--- src/rtl/rs422_pkg.sv ---
// Shared types and constants for the RS422 loopback test scheduler.
package rs422_pkg;

  localparam int ERR_W    = 32;
  localparam int CH_IDX_W = 4;

  typedef enum logic [6:0] {
    ST_IDLE    = 7'b0000001,
    ST_SELECT  = 7'b0000010,
    ST_START   = 7'b0000100,
    ST_WAIT    = 7'b0001000,
    ST_CAPTURE = 7'b0010000,
    ST_NEXT    = 7'b0100000,
    ST_FINISH  = 7'b1000000
  } state_t;

endpackage

--- src/rtl/rs422_ch_pick.sv ---
// Combinational priority finder: lowest enabled channel index at or above ptr.
module rs422_ch_pick
  import rs422_pkg::*;
#(
  parameter int NUM_CH = 4,
  parameter int PTR_W  = 5
) (
  input  logic [NUM_CH-1:0]   mask,
  input  logic [PTR_W-1:0]    ptr,
  output logic [CH_IDX_W-1:0] idx,
  output logic                valid
);

  logic [NUM_CH-1:0] elig;

  for (genvar gi = 0; gi < NUM_CH; gi++) begin : g_elig
    assign elig[gi] = mask[gi] && (PTR_W'(gi) >= ptr);
  end

  // Scan downwards so the lowest eligible bit is the last one written.
  always_comb begin
    idx   = '0;
    valid = 1'b0;
    for (int i = NUM_CH - 1; i >= 0; i--) begin
      if (elig[i]) begin
        idx   = CH_IDX_W'(i);
        valid = 1'b1;
      end
    end
  end

endmodule

--- src/rtl/rs422_test_sched.sv ---
// Sequences RS422 loopback channel testers one at a time over a number of
// passes, collecting per-channel error counts, failures and timeouts.
module rs422_test_sched
  import rs422_pkg::*;
#(
  parameter int          NUM_CH      = 4,
  parameter logic [31:0] TIMEOUT_CYC = 32'd600000,
  parameter int          TOT_W       = 48
) (
  input  logic                     sys_clk,
  input  logic                     sys_rst,
  input  logic                     run,
  input  logic                     abort,
  input  logic [7:0]               passes,
  input  logic [NUM_CH-1:0]        ch_enable,
  output logic [NUM_CH-1:0]        ch_start,
  input  logic [NUM_CH-1:0]        ch_finish,
  input  logic [ERR_W*NUM_CH-1:0]  ch_error,
  output logic                     busy,
  output logic                     done,
  output logic [CH_IDX_W-1:0]      cur_ch,
  output logic [7:0]               pass_cnt,
  output logic [TOT_W-1:0]         err_total,
  output logic [ERR_W-1:0]         last_err,
  output logic [NUM_CH-1:0]        fail_mask,
  output logic [NUM_CH-1:0]        tmo_mask
);

  localparam int PTR_W = CH_IDX_W + 1;
  localparam int SUM_W = ((TOT_W > ERR_W) ? TOT_W : ERR_W) + 1;

  state_t                state_reg, state_next;
  logic [7:0]            passes_reg;
  logic [NUM_CH-1:0]     enable_reg;
  logic [PTR_W-1:0]      ptr_reg;
  logic [CH_IDX_W-1:0]   cur_ch_reg;
  logic [31:0]           tmo_cnt_reg;
  logic [ERR_W-1:0]      sample_reg;
  logic                  abort_reg;
  logic                  done_reg;
  logic [7:0]            pass_cnt_reg;
  logic [TOT_W-1:0]      err_total_reg;
  logic [ERR_W-1:0]      last_err_reg;
  logic [NUM_CH-1:0]     fail_mask_reg;
  logic [NUM_CH-1:0]     tmo_mask_reg;

  logic [CH_IDX_W-1:0]   pick_idx;
  logic                  pick_valid;
  logic [NUM_CH-1:0]     sel_oh;
  logic                  fin_sel;
  logic                  tmo_hit;
  logic                  last_pass;
  logic [ERR_W-1:0]      err_sel;
  logic [SUM_W-1:0]      sum_full;
  logic [TOT_W-1:0]      total_next;

  rs422_ch_pick #(
    .NUM_CH (NUM_CH),
    .PTR_W  (PTR_W)
  ) u_pick (
    .mask  (enable_reg),
    .ptr   (ptr_reg),
    .idx   (pick_idx),
    .valid (pick_valid)
  );

  for (genvar gi = 0; gi < NUM_CH; gi++) begin : g_sel
    assign sel_oh[gi] = (cur_ch_reg == CH_IDX_W'(gi));
  end

  always_comb begin
    err_sel = '0;
    for (int i = 0; i < NUM_CH; i++) begin
      if (sel_oh[i]) err_sel = ch_error[ERR_W*i +: ERR_W];
    end
  end

  assign fin_sel   = |(ch_finish & sel_oh);
  assign tmo_hit   = (tmo_cnt_reg == TIMEOUT_CYC - 32'd1);
  assign last_pass = (passes_reg != 8'd0) &&
                     ({1'b0, pass_cnt_reg} + 9'd1 == {1'b0, passes_reg});

  // Accumulate in a wider sum so any carry out of TOT_W forces all-ones.
  assign sum_full   = SUM_W'(err_total_reg) + SUM_W'(sample_reg);
  assign total_next = (|sum_full[SUM_W-1:TOT_W]) ? {TOT_W{1'b1}} : sum_full[TOT_W-1:0];

  always_ff @(posedge sys_clk or posedge sys_rst) begin
    if (sys_rst) state_reg <= ST_IDLE;
    else         state_reg <= state_next;
  end

  always_comb begin
    state_next = state_reg;
    unique case (state_reg)
      ST_IDLE:    if (run) state_next = (ch_enable == '0) ? ST_FINISH : ST_SELECT;
      ST_SELECT:  state_next = pick_valid ? ST_START : ST_NEXT;
      ST_START:   state_next = ST_WAIT;
      ST_WAIT:    if (fin_sel || tmo_hit) state_next = ST_CAPTURE;
      ST_CAPTURE: state_next = abort_reg ? ST_FINISH : ST_SELECT;
      ST_NEXT:    state_next = (last_pass || abort_reg) ? ST_FINISH : ST_SELECT;
      ST_FINISH:  state_next = ST_IDLE;
      default:    state_next = ST_IDLE;
    endcase
  end

  always_comb begin
    ch_start = (state_reg == ST_START) ? sel_oh : '0;
    busy     = (state_reg != ST_IDLE);
  end

  always_ff @(posedge sys_clk or posedge sys_rst) begin
    if (sys_rst) begin
      passes_reg    <= '0;
      enable_reg    <= '0;
      ptr_reg       <= '0;
      cur_ch_reg    <= '0;
      tmo_cnt_reg   <= '0;
      sample_reg    <= '0;
      abort_reg     <= 1'b0;
      done_reg      <= 1'b0;
      pass_cnt_reg  <= '0;
      err_total_reg <= '0;
      last_err_reg  <= '0;
      fail_mask_reg <= '0;
      tmo_mask_reg  <= '0;
    end else begin
      // done is registered out of FINISH so it coincides with busy falling.
      done_reg <= (state_reg == ST_FINISH);
      if (state_reg == ST_IDLE) abort_reg <= 1'b0;
      else if (abort)           abort_reg <= 1'b1;

      unique case (state_reg)
        ST_IDLE: begin
          if (run) begin
            passes_reg    <= passes;
            enable_reg    <= ch_enable;
            ptr_reg       <= '0;
            pass_cnt_reg  <= '0;
            err_total_reg <= '0;
            last_err_reg  <= '0;
            fail_mask_reg <= '0;
            tmo_mask_reg  <= '0;
          end
        end
        ST_SELECT: if (pick_valid) cur_ch_reg <= pick_idx;
        ST_START:  tmo_cnt_reg <= '0;
        ST_WAIT: begin
          tmo_cnt_reg <= tmo_cnt_reg + 32'd1;
          if (fin_sel) begin
            sample_reg <= err_sel;
          end else if (tmo_hit) begin
            sample_reg   <= '0;
            tmo_mask_reg <= tmo_mask_reg | sel_oh;
          end
        end
        ST_CAPTURE: begin
          last_err_reg  <= sample_reg;
          err_total_reg <= total_next;
          if (sample_reg != '0) fail_mask_reg <= fail_mask_reg | sel_oh;
          ptr_reg <= PTR_W'(cur_ch_reg) + PTR_W'(1);
        end
        ST_NEXT: begin
          if (pass_cnt_reg != 8'hFF) pass_cnt_reg <= pass_cnt_reg + 8'd1;
          ptr_reg <= '0;
        end
        default: ;
      endcase
    end
  end

  assign done      = done_reg;
  assign cur_ch    = cur_ch_reg;
  assign pass_cnt  = pass_cnt_reg;
  assign err_total = err_total_reg;
  assign last_err  = last_err_reg;
  assign fail_mask = fail_mask_reg;
  assign tmo_mask  = tmo_mask_reg;

endmodule

--- config.mk ---
export PLATFORM = sky130hd
export DESIGN_NAME = rs422_test_sched
export DESIGN_NICKNAME = d
export VERILOG_FILES = /design/src/rtl/rs422_pkg.sv /design/src/rtl/rs422_ch_pick.sv /design/src/rtl/rs422_test_sched.sv
export SDC_FILE = /design/constraint.sdc
export NUM_CORES = 1
export LEC_CHECK = 0
export CORE_UTILIZATION = 27
export DETAILED_ROUTE_END_ITERATION = 8
export PLACE_DENSITY = 0.5
export SLEW_MARGIN = 25
export SYNTH_ARGS = -nofsm -noshare
export SYNTH_HDL_FRONTEND = slang
export SYNTH_SLANG_ARGS = --single-unit
--- constraint.sdc ---
create_clock -name sys_clk -period 11.7 [get_ports sys_clk]
set_input_delay 2.34 -clock sys_clk [delete_from_list [all_inputs] [get_ports sys_clk]]
set_output_delay 2.34 -clock sys_clk [all_outputs]
set_load 0.02 [all_outputs]
==> results of run 1 <==
-- layer usage --
layer	share of wire	vias up	GRT usage	routed length (um)
met4	0.010	0	0.0392	386
li1	-	5114	-	-
met2	0.45	301	0.279	16500
met5	0	-	0	0
met1	0.49	4962	0.266	18100
met3	0.053	14	0.0350	1970
-- stage by stage --
step / total power, mW / cells / cell area (um^2) / hold WS (ns)
CTS: 2.36 / 2040 / 14400 / 0.486
global placement: 1.73 / 2008 / 13800 / 0.469
detailed placement: 1.74 / 2008 / 13800 / 0.465
finish: 2.34 / 2040 / 14400 / 0.484
global route: 2.51 / 2040 / 14400 / 0.524
floorplan: 1.41 / 1305 / 10800 / 0.438
-- logic make-up (layout without fill, tap and decap cells) --
logic type | Yosys count | in the layout | synth area share
xor+xnor | 39 | 39 | 0.0316
buf+inv | 96 | 313 | 0.0351
simple gates | 510 | 510 | 0.210
compound gates | 417 | 417 | 0.232
flops | 186 | 186 | 0.431
other cells | 1 | 2 | 0.000347
fa+ha+maj | 39 | 39 | 0.0458
mux | 16 | 16 | 0.0148
-- area by class of cell --
cell class,instances,area (um^2)
fillers,4056,24700
multi-input cells,1023,5800
flip-flops and latches,186,4660
repair buffers,263,2600
well taps,518,648
clock buffers,19,453
clock inverters,13,155
inverters,18,75.1
-- where the power goes --
part	internal, mW	switching [mW]	total (mW)
clock	0.333	0.285	0.618
sequential	0.724	0.128	0.853
combinational	0.334	0.531	0.865
-- synthesized netlist by cell type (8+ instances only) --
cell,n
o22ai_1,34
xor2_1,17
a21oi_1,138
xnor2_1,22
and3_1,23
a22oi_1,33
nor4_1,14
a211oi_1,10
inv_1,18
dfrtp_1,185
o211ai_1,12
nand4_1,20
nor2_1,135
nand3_1,48
mux2i_1,16
o31ai_1,11
o21ai_0,103
a31oi_1,20
clkbuf_1,66
nor3_1,10
a21o_1,8
ha_1,38
o21bai_1,9
and2_1,12
nand2_1,220
-- path summary, 6_finish.rpt --
check / startpoint / cells past startpoint / to
max reg2reg: sample_reg[16] / 9 / err_total[45]
max in group asynchronous: sys_rst / 3 / enable_reg[3]
min in group asynchronous: sys_rst / 2 / tmo_cnt_reg[3]
min: tmo_cnt_reg[31] / 1 / tmo_cnt_reg[31]
max: state_reg[1] / 5 / busy
min reg2reg: tmo_cnt_reg[31] / 1 / tmo_cnt_reg[31]
==> results.cfg, run 1 <==
[timing]
maxSlewViolCount = 0
fmax_mhz = 204
rsz0062_at_grt = false
slew_headroom = 0.312
finalCriticalPeriod_ns = 4.90
finClkSkew_ns = 0.0149
layout_setup_ws_ns = 6.80
worstMarginPinSlew_ns = 1.02
setup_violations = 0
fin_crit_sh = 0.419
tns_ns = 0
final_hold_viol_count = 0

[worst_setup_path]
cpLargestDelayFamily = simple AND/OR/NAND/NOR gates
cp-end-kind = output port
critical_path_class = reg2out
slowest_delay_ns = 0.58
rrSetupSlack_ns = 7.83
cp_slowest_cell = clkdlybuf4s50_1
path_buf_inv = 2
cp.arrival_ns = 2.56
setup.worst_path.start_class = flop
critical_path.max_fanout = 6
path_cells = nor3_2, nand2_1, nor3b_1, inv_1, clkdlybuf4s50_1
crit_required_ns = 9.36

[clocking]
clkTransAtPathRegs_ns = 0.07
cts.repair.resized = 0
ctsHoldBuffers = 0
worstSkewPairLatency_ns = 0.45
post-cts-setup-buffer-count = 0
cts_tree = yes
h-tree-depth = 4
root_buffer = clkbuf_16
clock-sinks = 186
clockBufferDepth = 2
cts_buffers = 17

[cells_and_area]
areaGrowthSynthToFinish_pct = 33.1
drive_above_1_share = 0.0388
final_common_cell = clkdlybuf4s50_1
fin_nets = 1696
largest_reg_flops = 48
layout_common_cells = clkdlybuf4s50_1 (251), nand2_1 (220), dfrtp_1 (185), a21oi_1 (138), nor2_1 (134)
fin_util = 0.368
antennaDiodeCount = 0

[synth]
ys_async_sr_fraction = 1.00
netlist_top_cells_area = dfrtp_1 (43%), nand2_1 (7.6%), a21oi_1 (6.4%)
seq_area_frac_synth = 0.431
yosys_warnings = 0
syn_inst = 1304
synth_top_area_frac = 0.428
synthFlopType = dfrtp_1
avgSynthCellArea_um2 = 8.29
synth_edf_count = 0
yosysTopAreaCell = dfrtp_1
synthesis.area_mm2 = 0.0108
synth-seq-cells = 186
yosysUniqueCellTypes = 67

[outcome]
status = finished clean

[power_and_ir_drop]
power.density_mw_per_mm2 = 162
vdd.ir_drop.worst_mv = 0.0931
leakage_nw = 6.10

[routing]
dr.pass1.iters = 6
vias_per_cell = 5.09
dr_total_vias = 10400
drtIter0Drc = 661
route.detailed.drc = 0
wl_per_cell_um = 18.1
drtAntennaViolNets = 0
finalWirelength_mm = 37.0

[global_routing]
antenna_found_initial = 0
grt_first_pass_wirelength_mm = 58.3
gr-total-overflow = 0
grt_pass1_vias = 9933
grt_usage = 0.183
grt_start_max_net_pins = 120

[floorplan]
core_mm2 = 0.0391
die_h_um = 202
dieArea_mm2 = 0.0408
die_w_um = 202
start_util = 0.277
std_cell_rows = 72
io_pins = 254

[place]
place_ws_ns = 7.15
io_buffers = 251
gp_congestion = 0.836
dp_hpwl_mm = 27.3

[min_path]
hp-class = reg2reg

[job]
maxCapViolations = 0
Note: power is estimated with default switching activity, not from simulation.
==> inputs of run 2 (changes only) <==
PLACE_DENSITY = 0.51   (was 0.5)
clock period = 4.4 ns   (was 11.7 ns; I/O delays follow)
==> results.cfg, run 2 (same netlist as run 1, synthesis figures left out) <==
[clocking]
root_buffer = clkbuf_16
clock-sinks = 186
h-tree-depth = 4
worstSkewPairLatency_ns = 0.44
post-cts-setup-buffer-count = 0
clockBufferDepth = 2
cts_buffers = 17
clkTransAtPathRegs_ns = 0.08
cts.repair.resized = 0
cts_tree = yes
ctsHoldBuffers = 0

[global_routing]
met1_usage = 0.269
use_met2 = 0.277
gr-total-overflow = 0
grt.busiest_layer = met2
grt_first_pass_wirelength_mm = 58.4
antenna_found_initial = 1
grt_use_met3 = 0.0348
grt_start_max_net_pins = 83
grt_pass1_vias = 10000
grt_usage = 0.184

[place]
dp_hpwl_mm = 28.2
gp_congestion = 0.879
io_buffers = 251

[timing]
rsz0062_at_grt = false
finClkSkew_ns = 0.0139
slew_headroom = 0.413
tns_ns = 0
whs_ns = 0.485
final_hold_viol_count = 0
setup_violations = 0
finalCriticalPeriod_ns = 3.53
worstMarginPinSlew_ns = 0.879
fmax_mhz = 283
fin_crit_sh = 0.803
maxSlewViolCount = 0

[outcome]
status = finished clean

[cells_and_area]
ff_latch_area_mm2 = 0.00466
layout_common_cells = clkdlybuf4s50_1 (251), nand2_1 (220), dfrtp_1 (185), a21oi_1 (138), nor2_1 (134)
drive_above_1_share = 0.0412
multi_input_area_mm2 = 0.00580
fin_nets = 1702
areaGrowthSynthToFinish_pct = 33.7
final_common_cell = clkdlybuf4s50_1
antennaDiodeCount = 0
largest_reg_flops = 48
fillers = 4079

[floorplan]
die_h_um = 202
core_mm2 = 0.0391
io_pins = 254
start_util = 0.277
std_cell_rows = 72
die_w_um = 202
dieArea_mm2 = 0.0408

[worst_setup_path]
cp-end-kind = output port
reg2regPathDepth = 11
critical_path.max_fanout = 6
timing.rr.start = sample_reg[0]
rrSetupSlack_ns = 1.05
critPathLaunch = state_reg[1]
crit_path_end = busy
r2r-end = err_total[33]
crit_required_ns = 3.52
critical_path_class = reg2out
cp.arrival_ns = 2.65
setup.worst_path.start_class = flop

[routing]
drtIter0Drc = 642
route.detailed.drc = 0
finalWirelength_mm = 37.5
vias_per_cell = 5.08
drtAntennaViolNets = 0
wl_per_cell_um = 18.3
dr_total_vias = 10400
dr.pass1.iters = 5

[power_and_ir_drop]
leakage_nw = 6.13
vdd.ir_drop.worst_mv = 0.304
power.density_mw_per_mm2 = 433

[job]
maxCapViolations = 0

[min_path]
hp-class = reg2reg
min_from = tmo_cnt_reg[31]
run 2: changes by cell type in the layout (fill, tap and decap cells not counted), sizes merged:
cell	previous run	this run
buf	12	18
clkbuf	19	21
inv	25	21
clkinv	2	4
run 2: metrics by stage:
step                area, um^2  utilization  power [mW]  std cells  setup WS [ns]
floorplan                10800            -        3.74       1305           1.13
finish                   14500        0.370        6.26       2046          0.869
detailed placement       13900        0.354        4.69       2014           1.05
global route             14500        0.370        6.68       2046          0.676
global placement         13900        0.354        4.68       2014           1.09
CTS                      14500        0.370        6.33       2046          0.826
run 2: power by group:
group / internal, mW / total, mW / switching (mW)
combinational: 0.909 / 2.41 / 1.50
clock: 0.880 / 1.61 / 0.727
sequential: 1.93 / 2.23 / 0.307
total: 3.72 / 6.26 / 2.54
run 2: how the worst min path moves through the flow:
stage,to,cells past startpoint,slack (ns)
finish,tmo_cnt_reg[31],1,0.48
global route,tmo_cnt_reg[31],1,0.51
CTS,tmo_cnt_reg[31],1,0.48
detailed placement,enable_reg[2],2,0.47
global placement,tmo_cnt_reg[31],1,0.47
floorplan,enable_reg[0],2,0.44
run 2: area by class of cell:
cell class                 count  share of cell area
tap                          518              0.0448
clock inverter                11             0.00943
multi-input combinational   1023               0.401
inverter                      18             0.00493
clock buffer                  21              0.0319
timing repair buffer         269               0.186
sequential                   186               0.322
run 2: critical path: stages (launching register included):
cell and delay (ns):
dfrtp_1 0.42, nor3_2 0.37, nand2_1 0.14, nor3b_1 0.49, inv_1 0.18, clkdlybuf4s50_1 0.60
run 2: per-layer routing:
layer	up-vias	part of all wire
li1	5119	-
met1	4963	0.50
met2	285	0.44
met3	27	0.050
met4	2	0.013
met5	-	0.00035
